$ cat config.mk
export PLATFORM = sky130hd
export DESIGN_NAME = mem_bus_arbiter
export DESIGN_NICKNAME = d
export VERILOG_FILES = /design/src/rtl/mem_bus_arbiter_pkg.sv /design/src/rtl/mem_bus_arbiter_rr_arb2.sv /design/src/rtl/mem_bus_arbiter.sv
export SDC_FILE = /design/constraint.sdc
export NUM_CORES = 1
export LEC_CHECK = 0
export BUFFER_PORTS_ARGS = -buffer_cell sky130_fd_sc_hd__clkbuf_2
export CAP_MARGIN = 20
export CORE_AREA = 2 2 120 122
export CTS_BUF_LIST = sky130_fd_sc_hd__clkbuf_8
export DETAILED_ROUTE_END_ITERATION = 8
export DIE_AREA = 0 0 122 124
export PLACE_DENSITY_LB_ADDON = 0.3
export SLEW_MARGIN = 40
export SYNTH_ARGS = -nofsm -noshare
export SYNTH_HDL_FRONTEND = slang
export SYNTH_SLANG_ARGS = --single-unit
$ cat constraint.sdc
create_clock -name clk -period 2 [get_ports clk]
set_input_delay 0.1 -clock clk [delete_from_list [all_inputs] [get_ports clk]]
set_output_delay 0.1 -clock clk [all_outputs]
set_load 0.02 [all_outputs]
$ cat src/rtl/mem_bus_arbiter_pkg.sv
// Shared types for the memory bus arbiter: bus word, arbiter FSM states and master IDs.
package codes;

    typedef logic [31:0] size_t;

    typedef enum logic [1:0] {
        ARB_IDLE,
        ARB_GRANT,
        ARB_RESP
    } arb_state_t;

    typedef enum logic {
        M_INSTR = 1'b0,
        M_DATA  = 1'b1
    } arb_master_t;

endpackage

$ cat src/rtl/mem_bus_arbiter_rr_arb2.sv
// Combinational 2-way picker: round-robin on ties, or fixed priority to the data master.
module rr_arb2
    import codes::*;
(
    input  logic [1:0]  req,
    input  arb_master_t last_grant,
    input  logic        mode,
    output arb_master_t winner
);

    always_comb begin
        winner = M_INSTR;
        case (req)
            2'b01:   winner = M_INSTR;
            2'b10:   winner = M_DATA;
            2'b11:   winner = mode ? M_DATA
                                   : ((last_grant == M_DATA) ? M_INSTR : M_DATA);
            default: winner = M_INSTR;
        endcase
    end

endmodule

$ cat src/rtl/mem_bus_arbiter.sv
// Two-master (instruction fetch m0, data m1) to one-slave arbiter for the Avalon-style memory bus.
module mem_bus_arbiter
    import codes::*;
#(
    parameter int unsigned PRIORITY_MODE = 0
)
(
    input  logic        clk,
    input  logic        reset,
    input  logic        m0_read,
    input  logic        m0_write,
    input  logic [3:0]  m0_byteenable,
    input  size_t       m0_address,
    input  size_t       m0_writedata,
    output logic        m0_waitrequest,
    output size_t       m0_readdata,
    output logic        m0_readdatavalid,
    input  logic        m1_read,
    input  logic        m1_write,
    input  logic [3:0]  m1_byteenable,
    input  size_t       m1_address,
    input  size_t       m1_writedata,
    output logic        m1_waitrequest,
    output size_t       m1_readdata,
    output logic        m1_readdatavalid,
    output logic        s_read,
    output logic        s_write,
    output logic [3:0]  s_byteenable,
    output size_t       s_address,
    output size_t       s_writedata,
    input  size_t       s_readdata,
    input  logic        s_waitrequest
);

    localparam logic FIXED_PRIO = (PRIORITY_MODE != 0);

    arb_state_t  state, state_next;
    arb_master_t owner, owner_next;
    arb_master_t last_grant, last_grant_next;
    arb_master_t winner;
    size_t       m0_rdata_q, m1_rdata_q;
    logic [1:0]  req;

    logic        own_read, own_write;
    logic [3:0]  own_be;
    size_t       own_address, own_writedata;

    assign req = {m1_read | m1_write, m0_read | m0_write};

    rr_arb2 u_pick (
        .req        (req),
        .last_grant (last_grant),
        .mode       (FIXED_PRIO),
        .winner     (winner)
    );

    assign own_read      = (owner == M_DATA) ? m1_read       : m0_read;
    assign own_write     = (owner == M_DATA) ? m1_write      : m0_write;
    assign own_be        = (owner == M_DATA) ? m1_byteenable : m0_byteenable;
    assign own_address   = (owner == M_DATA) ? m1_address    : m0_address;
    assign own_writedata = (owner == M_DATA) ? m1_writedata  : m0_writedata;

    always_ff @(posedge clk) begin
        if (reset) begin
            state      <= ARB_IDLE;
            owner      <= M_INSTR;
            last_grant <= M_DATA;
            m0_rdata_q <= '0;
            m1_rdata_q <= '0;
        end else begin
            state      <= state_next;
            owner      <= owner_next;
            last_grant <= last_grant_next;
            if (m0_readdatavalid) m0_rdata_q <= s_readdata;
            if (m1_readdatavalid) m1_rdata_q <= s_readdata;
        end
    end

    // Outputs are forced to their reset values while reset is high, which also
    // suppresses a readdata pulse that would otherwise fall in that cycle.
    always_comb begin
        state_next       = state;
        owner_next       = owner;
        last_grant_next  = last_grant;
        s_read           = 1'b0;
        s_write          = 1'b0;
        s_byteenable     = '0;
        s_address        = '0;
        s_writedata      = '0;
        m0_waitrequest   = 1'b1;
        m1_waitrequest   = 1'b1;
        m0_readdatavalid = 1'b0;
        m1_readdatavalid = 1'b0;
        if (!reset) begin
            case (state)
                ARB_IDLE: begin
                    if (|req) begin
                        owner_next = winner;
                        state_next = ARB_GRANT;
                    end
                end
                ARB_GRANT: begin
                    s_read       = own_read & ~own_write;
                    s_write      = own_write;
                    s_byteenable = own_be;
                    s_address    = own_address;
                    s_writedata  = own_writedata;
                    if (owner == M_DATA) m1_waitrequest = s_waitrequest;
                    else                 m0_waitrequest = s_waitrequest;
                    if (!own_read && !own_write) begin
                        state_next = ARB_IDLE;
                    end else if (!s_waitrequest) begin
                        if (own_write) begin
                            state_next      = ARB_IDLE;
                            last_grant_next = owner;
                        end else begin
                            state_next = ARB_RESP;
                        end
                    end
                end
                ARB_RESP: begin
                    if (owner == M_DATA) m1_readdatavalid = 1'b1;
                    else                 m0_readdatavalid = 1'b1;
                    last_grant_next = owner;
                    state_next      = ARB_IDLE;
                end
                default: state_next = ARB_IDLE;
            endcase
        end
    end

    assign m0_readdata = m0_readdatavalid ? s_readdata : m0_rdata_q;
    assign m1_readdata = m1_readdatavalid ? s_readdata : m1_rdata_q;

    always_ff @(posedge clk) begin
        if (!reset) begin
            assert (!(m0_read && m0_write)) else $fatal(1, "m0 read and write asserted together");
            assert (!(m1_read && m1_write)) else $fatal(1, "m1 read and write asserted together");
        end
    end

endmodule

=== Word-level counts from Yosys, hierarchy flattened ===
Index checks and enable logic that the tools add are counted.

* Order comparisons: 0
* Equality and inequality tests: 9
* Multipliers: 0
* Div/mod/pow operators: 0
* Add/sub/neg operators: 0
* Mux-type cells: 40
* Bitwise gates (word level): 4
* Reductions and logical operators: 9
* Shifts and indexed selects: 0

{| class="wikitable"
|+ Operators by type and width
! cell !! count
|-
| two-way mux 32 bit || 8
|-
| two-way mux 1 bit || 22
|-
| two-way mux 4 bit || 3
|-
| two-way mux 2 bit || 4
|-
| != test 2 bit, second input constant || 4
|-
| == test 2 bit, second input constant || 3
|-
| one-hot mux 1 bit (2 select lines) || 2
|-
| one-hot mux 2 bit (2 select lines) || 1
|-
| AND reduction 2 bit || 2
|-
| AND reduction 4 bit || 1
|-
| != test 3 bit, second input constant || 1
|-
| == test 2 x 1 -> 1 bit, second input constant || 1
|-
| zero test 1 bit || 2
|-
| zero test 2 bit || 1
|-
| bitwise OR 1 bit || 2
|-
| nonzero test 2 bit || 1
|-
| OR reduction 2 bit || 1
|-
| bitwise AND 1 bit || 1
|-
| logical AND 1 bit || 1
|-
| NOT 1 bit || 1
|}

* Flip-flop bits (word level): 68
* Input bits: 175
* Memories: 0
* Bits in writable memories: 0
* ROM bits: 0
* Latch bits: 0

=== Logic depth before layout (Yosys ltp) ===
Gate-level depths: netlist of run 1.

* Word-level depth: 5
* Depth in mapped cells: 7

=== Modules after synthesis ===
From an unflattened synthesis of run 1, not the netlist that was laid out.

* Cells, all modules: 535
* Area total of the unflattened synthesis: 3933.8 um2

{| class="wikitable"
|+ Modules (own cells, without submodules)
! module !! times used !! area each (um2) !! cells an instance
|-
| mem_bus_arbiter || 1 || 3922.5 || 533
|-
| rr_arb2 || 1 || 11.3 || 2
|}

=== Least setup slack after synthesis of run 1 ===
OpenSTA, ideal clock, no wires.

* Kind: register to output
* Start point: reg owner
* End point: out m0_readdata[22]
* Data arrival time: 1.517 ns
* Stages on the path, launching flop included: 8
* Setup slack: 0.383 ns
* Path buffers: 3
* Cell sequence: dfxtp_1 > buf_6 > or4b_1 > buf_2 > clkinv_4 > buf_8 > nand2_2 > nand2_1

* Longest elaborated chain between the ends: 4

{| class="wikitable"
|+ Ends and longest elaborated chain
! item !! line !! source
|-
| start: declaration || mem_bus_arbiter.sv:38 || <nowiki>arb_master_t owner, owner_next;</nowiki>
|-
| start signal: assignment || mem_bus_arbiter.sv:72 || <nowiki>owner <= owner_next;</nowiki>
|-
| two-way mux 1 bit || mem_bus_arbiter.sv:122 || <nowiki>if (owner == M_DATA) m1_readdatavalid = 1'b1;</nowiki>
|-
| two-way mux 1 bit || mem_bus_arbiter.sv:95 || <nowiki>case (state)</nowiki>
|-
| two-way mux 1 bit || mem_bus_arbiter.sv:94 || <nowiki>if (!reset) begin</nowiki>
|-
| via m0_readdatavalid || mem_bus_arbiter.sv:17 || <nowiki>output logic m0_readdatavalid,</nowiki>
|-
| two-way mux 32 bit || mem_bus_arbiter.sv:132 || <nowiki>assign m0_readdata = m0_readdatavalid ? s_readdata : m0_rdata_q;</nowiki>
|-
| end: declaration || mem_bus_arbiter.sv:16 || <nowiki>output size_t m0_readdata,</nowiki>
|}

The timed path passes the listed nets, and every way through them passes these cells.

=== Final worst setup path of run 1 ===
* Start point: reg owner
* End point: out m0_readdata[28]

* Longest elaborated chain between the ends: 4

{| class="wikitable"
|+ Ends and longest elaborated chain
! item !! line
|-
| two-way mux 1 bit || mem_bus_arbiter.sv:122
|-
| two-way mux 1 bit || mem_bus_arbiter.sv:95
|-
| two-way mux 1 bit || mem_bus_arbiter.sv:94
|-
| two-way mux 32 bit || mem_bus_arbiter.sv:132
|}

No other way between the ends.

==> results of run 1 <==
==> power by group through the flow <==
| stage | Combinational, mW | Clock [mW] | Sequential, mW |
|---|---|---|---|
| after floorplan | 0.368 | 0 | 1.40 |
| after global placement | 0.717 | 0 | 1.40 |
| after detailed placement | 0.717 | 0 | 1.40 |
| after CTS | 0.787 | 1.12 | 1.37 |
| after global routing | 0.849 | 1.18 | 1.37 |
| final | 0.791 | 1.09 | 1.37 |
==> timing repair <==
item / in CTS / in global routing
endpoints found under the setup margin: 66 / 65
hold buffers: 22 / 0
resized for setup: 8 / 85
hold endpoints to repair: 22 / 0
pin swaps: 1 / 3
gates cloned: 2 / 5
setup buffers: 0 / 2
==> synth_stat cells <==
cell type  number  area (um^2)
nand2_1       164          616
o21ai_0         1         5.00
buf_1           1         3.75
nand2_2        29          181
o31ai_1         1         7.51
clkbuf_1       21         78.8
a32oi_1         1         8.76
nor4b_1         1         8.76
inv_2           1         3.75
o221a_2         1         11.3
a21oi_1        36          180
nor2_1         74          278
clkinv_4        1         8.76
nand4bb_1       1         11.3
nand2b_1        1         6.26
inv_1           3         11.3
or3b_1          1         8.76
mux2i_1        69          691
nor4bb_1        1         10.0
o221ai_1        1         8.76
nor2b_1         1         6.26
nor4_1          1         6.26
o311ai_0        1         8.76
buf_6           1         11.3
nor3_1          2         10.0
a21oi_2        29          254
dfxtp_1        68         1360
buf_8           3         45.0
o211ai_1        1         7.51
or4b_1          1         10.0
buf_2          13         65.1
or3_1           1         6.26
==> cell type report <==
class	count	area (um^2)
tap	180	225
fill	1441	7330
sequential	68	1370
clock buffer	9	124
inverter	5	45.0
multi-input combinational	419	2430
clock inverter	6	57.6
timing repair buffer	350	2120
timing repair inverter	2	25.0
==> layer usage <==
| metal | wire, um | track usage (%) | part of all wire (%) |
|---|---|---|---|
| met1 | 7360 | 27.1 | 42 |
| met2 | 8390 | 35.7 | 48 |
| met3 | 1410 | 5.77 | 8.1 |
| met4 | 244 | 5.03 | 1.4 |
| met5 | 0 | 0 | 0 |
==> worst max-delay path: stages, from the launching register on <==
cell	delay (ns)
dfxtp_4	0.37
or4b_4	0.50
buf_12	0.18
clkbuf_16	0.19
nand2_2	0.09
nand2_1	0.06
buf_2	0.15
==> flip-flops by register name, indices dropped and copies added, names as in the netlist <==
name        flops
owner           1
state           2
last_grant      1
m0_rdata_q     32
m1_rdata_q     32
==> metrics by stage <==
| stage | setup WS, ns | utilization [%] |
|---|---|---|
| floorplan | 0.383 | - |
| global placement | 0.248 | 41.0 |
| detailed placement | 0.255 | 41.0 |
| CTS | 0.00278 | 44.8 |
| global route | -0.0605 | 46.6 |
| finish | 0.00867 | 46.6 |
==> path summary, 6_finish.rpt <==
| path | cells past startpoint | slack, ns | endpoint | from |
|---|---|---|---|---|
| min reg2reg | 2 | 0.46 | m0_rdata_q[21] | m0_rdata_q[21] |
| max reg2reg | 5 | 0.48 | m0_rdata_q[5] | owner |
| max | 6 | 0.009 | m0_readdata[28] | owner |
| min | 3 | 0.01 | m0_rdata_q[8] | s_readdata[8] |
==> cells by family after synthesis <==
group           count (synthesis)
simple gates                  278
compound gates                 72
mux                            69
flops                          68
buf+inv                        44
==> results.txt, run 1 <==
largest net degree at the start of global routing - 44
Post-Place Cells - 993
vias in the first global route - 4244
ANT cells - 0
number of synthesis warnings - 0
Hold WS - 0.0145 ns
post-synthesis mux area share - 17.6%
initial core utilization - 28.6%
Clock Path Buffers - 2
Layout area overhead - 62.7%
combinational fraction of design power - 24.3%
status - complete, no violations
GRT Total Usage - 21.2%
Core Area - 13700 um^2
Worst EP required - 1.90 ns
clock tree from TritonCTS - built
XOR/XNOR share of the synthesized area - 0%
Die Y - 124 um
Finish-stage setup viols - 0
total number of vias - 4760
Final min period - 1.99 ns
max-cap violations - 0
Net Sw Power - 0.970 mW
hpwl dp - 12600 um
mean post-synth cell area - 7.40 um^2
Remaining DRCs - 0
Die ar. - 15100 um^2
Synth Area in Compound Gates - 12.5%
critical path endpoint category - output port
Placed Area - 5630 um^2
total power - 3.25 mW
die width - 122 um
clock skew - 0.00819 ns
Rows - 43
clk sinks - 68
antenna violations before repair - 0
Routed wire per std cell - 16.8 um
Synth Register Bits - 68
fin crit share - 99.6%
CTS Root Cell - clkbuf_8
DRT Pass-1 Iters - 4
finished layout cell area - 6390 um^2
clock transition at the registers of the reported paths - 0.08 ns
Flop pwr share - 42.1%
Post-Syn Area - 3930 um^2
Adder-Cell Fraction of Synth Area - 0%
Leak Pwr - 3.34 nW
Ports - 313
commonest non-fill, non-tap cell in the layout - clkbuf_2
CP Max Fanout - 8
DR iter-0 viols - 303
Seq/Total Area, Yosys - 34.6%
Power Density - 508 nW/um^2
share of cells above drive strength 1 - 50.9%
Yosys cell types - 32
Post-Layout Cell Count - 1039
Clock Latency Late Sink - 0.34 ns
Clock power frac - 33.6%
maximum VDD drop - 0.000303 V
Peak Freq - 502 MHz
total gr overflow - 0
Internal Power - 2.28 mW
cell count after synthesis - 531
DRT antenna net count - 0
CTS Buf Count - 9
Final Max Slew Viols - 0
TNS Setup - 0 ns
Arr. time, crit path - 1.89 ns
I/O Buffers - 312
Detailed Route WL - 17400 um
switching share of power - 29.9%
most frequent cells in the layout - clkbuf_2, nand2_1, nor2_1
critical path class - register to output port
largest family of logic cells by synthesized area - simple AND/OR/NAND/NOR gates
Mapped Nets - 706
simple-gate share of the synthesized area - 29.5%
Hold Crit Class - input port to register
RePlAce Congestion - 0.874
first-pass GRT wire length - 24100 um
# H-tree levels - 3
Rel. slew slack - 60.2%
Via density - 4.58
final hold viol count - 0
RSZ-0062 raised after global routing - true
fin nets - 1030
CP Launch Type - register
Worst-Margin Slew - 0.598 ns
No activity file was read; power rests on OpenSTA's default activity.
==> inputs of run 2 (changes only) <==
--- a/config.mk
+++ b/config.mk
@@ -5,12 +5,13 @@
 export SDC_FILE = /design/constraint.sdc
 export NUM_CORES = 1
 export LEC_CHECK = 0
-export BUFFER_PORTS_ARGS = -buffer_cell sky130_fd_sc_hd__clkbuf_2
+export ABC_CLOCK_PERIOD_IN_PS = 2600
 export CAP_MARGIN = 20
-export CORE_AREA = 2 2 120 122
+export CORE_AREA = 2 2 121 123
 export CTS_BUF_LIST = sky130_fd_sc_hd__clkbuf_8
 export DETAILED_ROUTE_END_ITERATION = 8
-export DIE_AREA = 0 0 122 124
+export DIE_AREA = 0 0 123 125
+export DONT_BUFFER_PORTS = 1
 export PLACE_DENSITY_LB_ADDON = 0.3
 export SLEW_MARGIN = 40
 export SYNTH_ARGS = -nofsm -noshare
==> constraint.sdc (replaced) <==
create_clock -name clk -period 2.6 [get_ports clk]
set_input_delay 0.13 -clock clk [delete_from_list [all_inputs] [get_ports clk]]
set_output_delay 0.13 -clock clk [all_outputs]
set_load 0.02 [all_outputs]
==> results.txt, run 2 (synthesized netlist as in run 1, its figures left out) <==
status - complete, no violations
Die Y - 125 um (+0.81%)
Worst EP required - 2.47 ns (+0.57 ns)
Final min period - 2.30 ns
critical path class - register to output port
CP Launch Type - register
I/O Buffers - 0 (-100%)
Placed Area - 4030 um^2 (-28%)
Remaining DRCs - 0 (unchanged)
critical path endpoint category - output port
Final Max Slew Viols - 0 (unchanged)
largest net degree at the start of global routing - 78 (+77%)
hold depth - 2 (-1)
reg2reg start - state[1]
Hold Crit Class - input port to register
Detailed Route WL - 14100 um (-19%)
critical path startpoint - state[0]
RSZ-0062 raised after global routing - false
# H-tree levels - 3 (unchanged)
fill count - 1522 (+5.6%)
commonest non-fill, non-tap cell in the layout - nand2_1
DRT antenna net count - 0 (unchanged)
share of cells above drive strength 1 - 15.8% (-35 points)
antenna violations before repair - 1 (+1)
final hold viol count - 0 (unchanged)
Finish-stage setup viols - 0 (unchanged)
ANT cells - 0 (unchanged)
DRT Pass-1 Iters - 4 (unchanged)
R2R cell count - 5 (unchanged)
Routed wire per std cell - 19.3 um (+15%)
finished layout cell area - 4640 um^2 (-27%)
setup ws final - 0.296 ns (+0.288 ns)
clock transition at the registers of the reported paths - 0.07 ns (about the same)
RePlAce Congestion - 0.897 (+2.7%)
Ports - 313 (unchanged)
first-pass GRT wire length - 19800 um (-18%)
CTS Root Cell - clkbuf_8
sequential cell area - 1370 um^2 (-0.18%)
die width - 123 um (+0.82%)
CTS Buf Count - 9 (unchanged)
Rel. slew slack - 55.1% (-5.0 points)
CP Max Fanout - 60 (+52)
Placement Setup Slack - 0.708 ns (+0.453 ns)
area taken by multi-input logic gates - 2350 um^2 (-3.4%)
DR iter-0 viols - 247 (-18%)
vias in the first global route - 3398 (-20%)
Clock Latency Late Sink - 0.34 ns (about the same)
total number of vias - 3707 (-22%)
hpwl dp - 10900 um (-13%)
Worst-Margin Slew - 0.673 ns (+0.0756 ns)
Hold WS - 0.0616 ns (+0.0471 ns)
Peak Freq - 434 MHz
most frequent cells in the layout - nand2_1, nor2_1, mux2i_1
clk sinks - 68 (unchanged)
hold_sp - m1_read
fin crit share - 88.6%
Largest regs - m0_rdata_q x32, m1_rdata_q x32, state x2
Post-Place Cells - 682 (-31%)
initial core utilization - 27.7% (-0.98 points)
Post-Layout Cell Count - 733 (-29%)
Clock Path Buffers - 2 (unchanged)
TNS Setup - 0 ns (unchanged)
Arr. time, crit path - 2.17 ns (+0.28 ns)
fin nets - 719 (-30%)
clock tree from TritonCTS - built
total gr overflow - 0 (unchanged)
Leak Pwr - 1.87 nW (-44%)
Power Density - 543 nW/um^2 (+6.9%)
clock skew - 0.00646 ns (-0.00173 ns)
Layout area overhead - 18.1%
GRT Total Usage - 17.2% (-4.0 points)
maximum VDD drop - 0.000281 V (-7.4%)
Rows - 44 (+2.3%)
Core Area - 14200 um^2 (+3.5%)
post_cts resized - 0 (-8)
Via density - 5.06 (+10%)
Die ar. - 15400 um^2 (+1.6%)
max-cap violations - 0 (unchanged)
-- run 2: cell types whose count changed in the layout (fill, tap and decap cells not counted), moves of 3 or more --
cell           change
clkbuf_2         -276
clkbuf_4           -3
buf_6              -7
dlygate4sd3_1     +12
nand2_2           -23
nand2_1           +26
buf_2             -26
buf_12             -3
nand2_4            -3
-- run 2: power by group --
part	leakage (nW)	internal, mW	switching [mW]
registers	0.549	1.05	0.00641
logic	1.20	0.135	0.264
clock network	0.122	0.663	0.406
-- run 2: final cells by class --
| type | count | area share (%) |
|---|---|---|
| multi-input cells | 419 | 50.6 |
| repair buffers | 41 | 9.16 |
| flip-flops and latches | 68 | 29.4 |
| clock inverters | 6 | 2.40 |
| well taps | 184 | 4.96 |
| inverters | 5 | 0.512 |
| clock buffers | 10 | 2.96 |
-- run 2: worst max-delay path: stages (launching register included) --
cell and delay [ns]:
dfxtp_1 0.47, or3b_4 0.67, buf_4 0.29, nor2_1 0.37
-- run 2: stage by stage --
| step | power [mW] | util (%) |
|---|---|---|
| final | 2.52 | 32.7 |
| after global routing | 2.62 | 32.7 |
| after CTS | 2.56 | 32.7 |
| after detailed placement | 1.40 | 28.3 |
| after global placement | 1.40 | 28.3 |
| after floorplan | 1.36 | - |
-- run 2: worst paths after layout --
| path | endpoint | slack, ns |
|---|---|---|
| min reg2reg | m1_rdata_q[11] | 0.46 |
| min | owner | 0.06 |
| max | s_byteenable[1] | 0.30 |
| max reg2reg | m0_rdata_q[8] | 0.34 |
-- run 2: routing by layer --
| layer | GRT usage [%] | up-vias | wire length (um) |
|---|---|---|---|
| li1 | - | 1761 | - |
| met1 | 19.7 | 1724 | 5530 |
| met2 | 28.2 | 202 | 6670 |
| met3 | 7.85 | 18 | 1610 |
| met4 | 5.88 | 2 | 303 |
| met5 | 0 | - | 10 |
-- run 2: timing repair --
item	CTS	global route
hold buffers	35	0
setup buffers	0	0
hold endpoints to repair	68	0
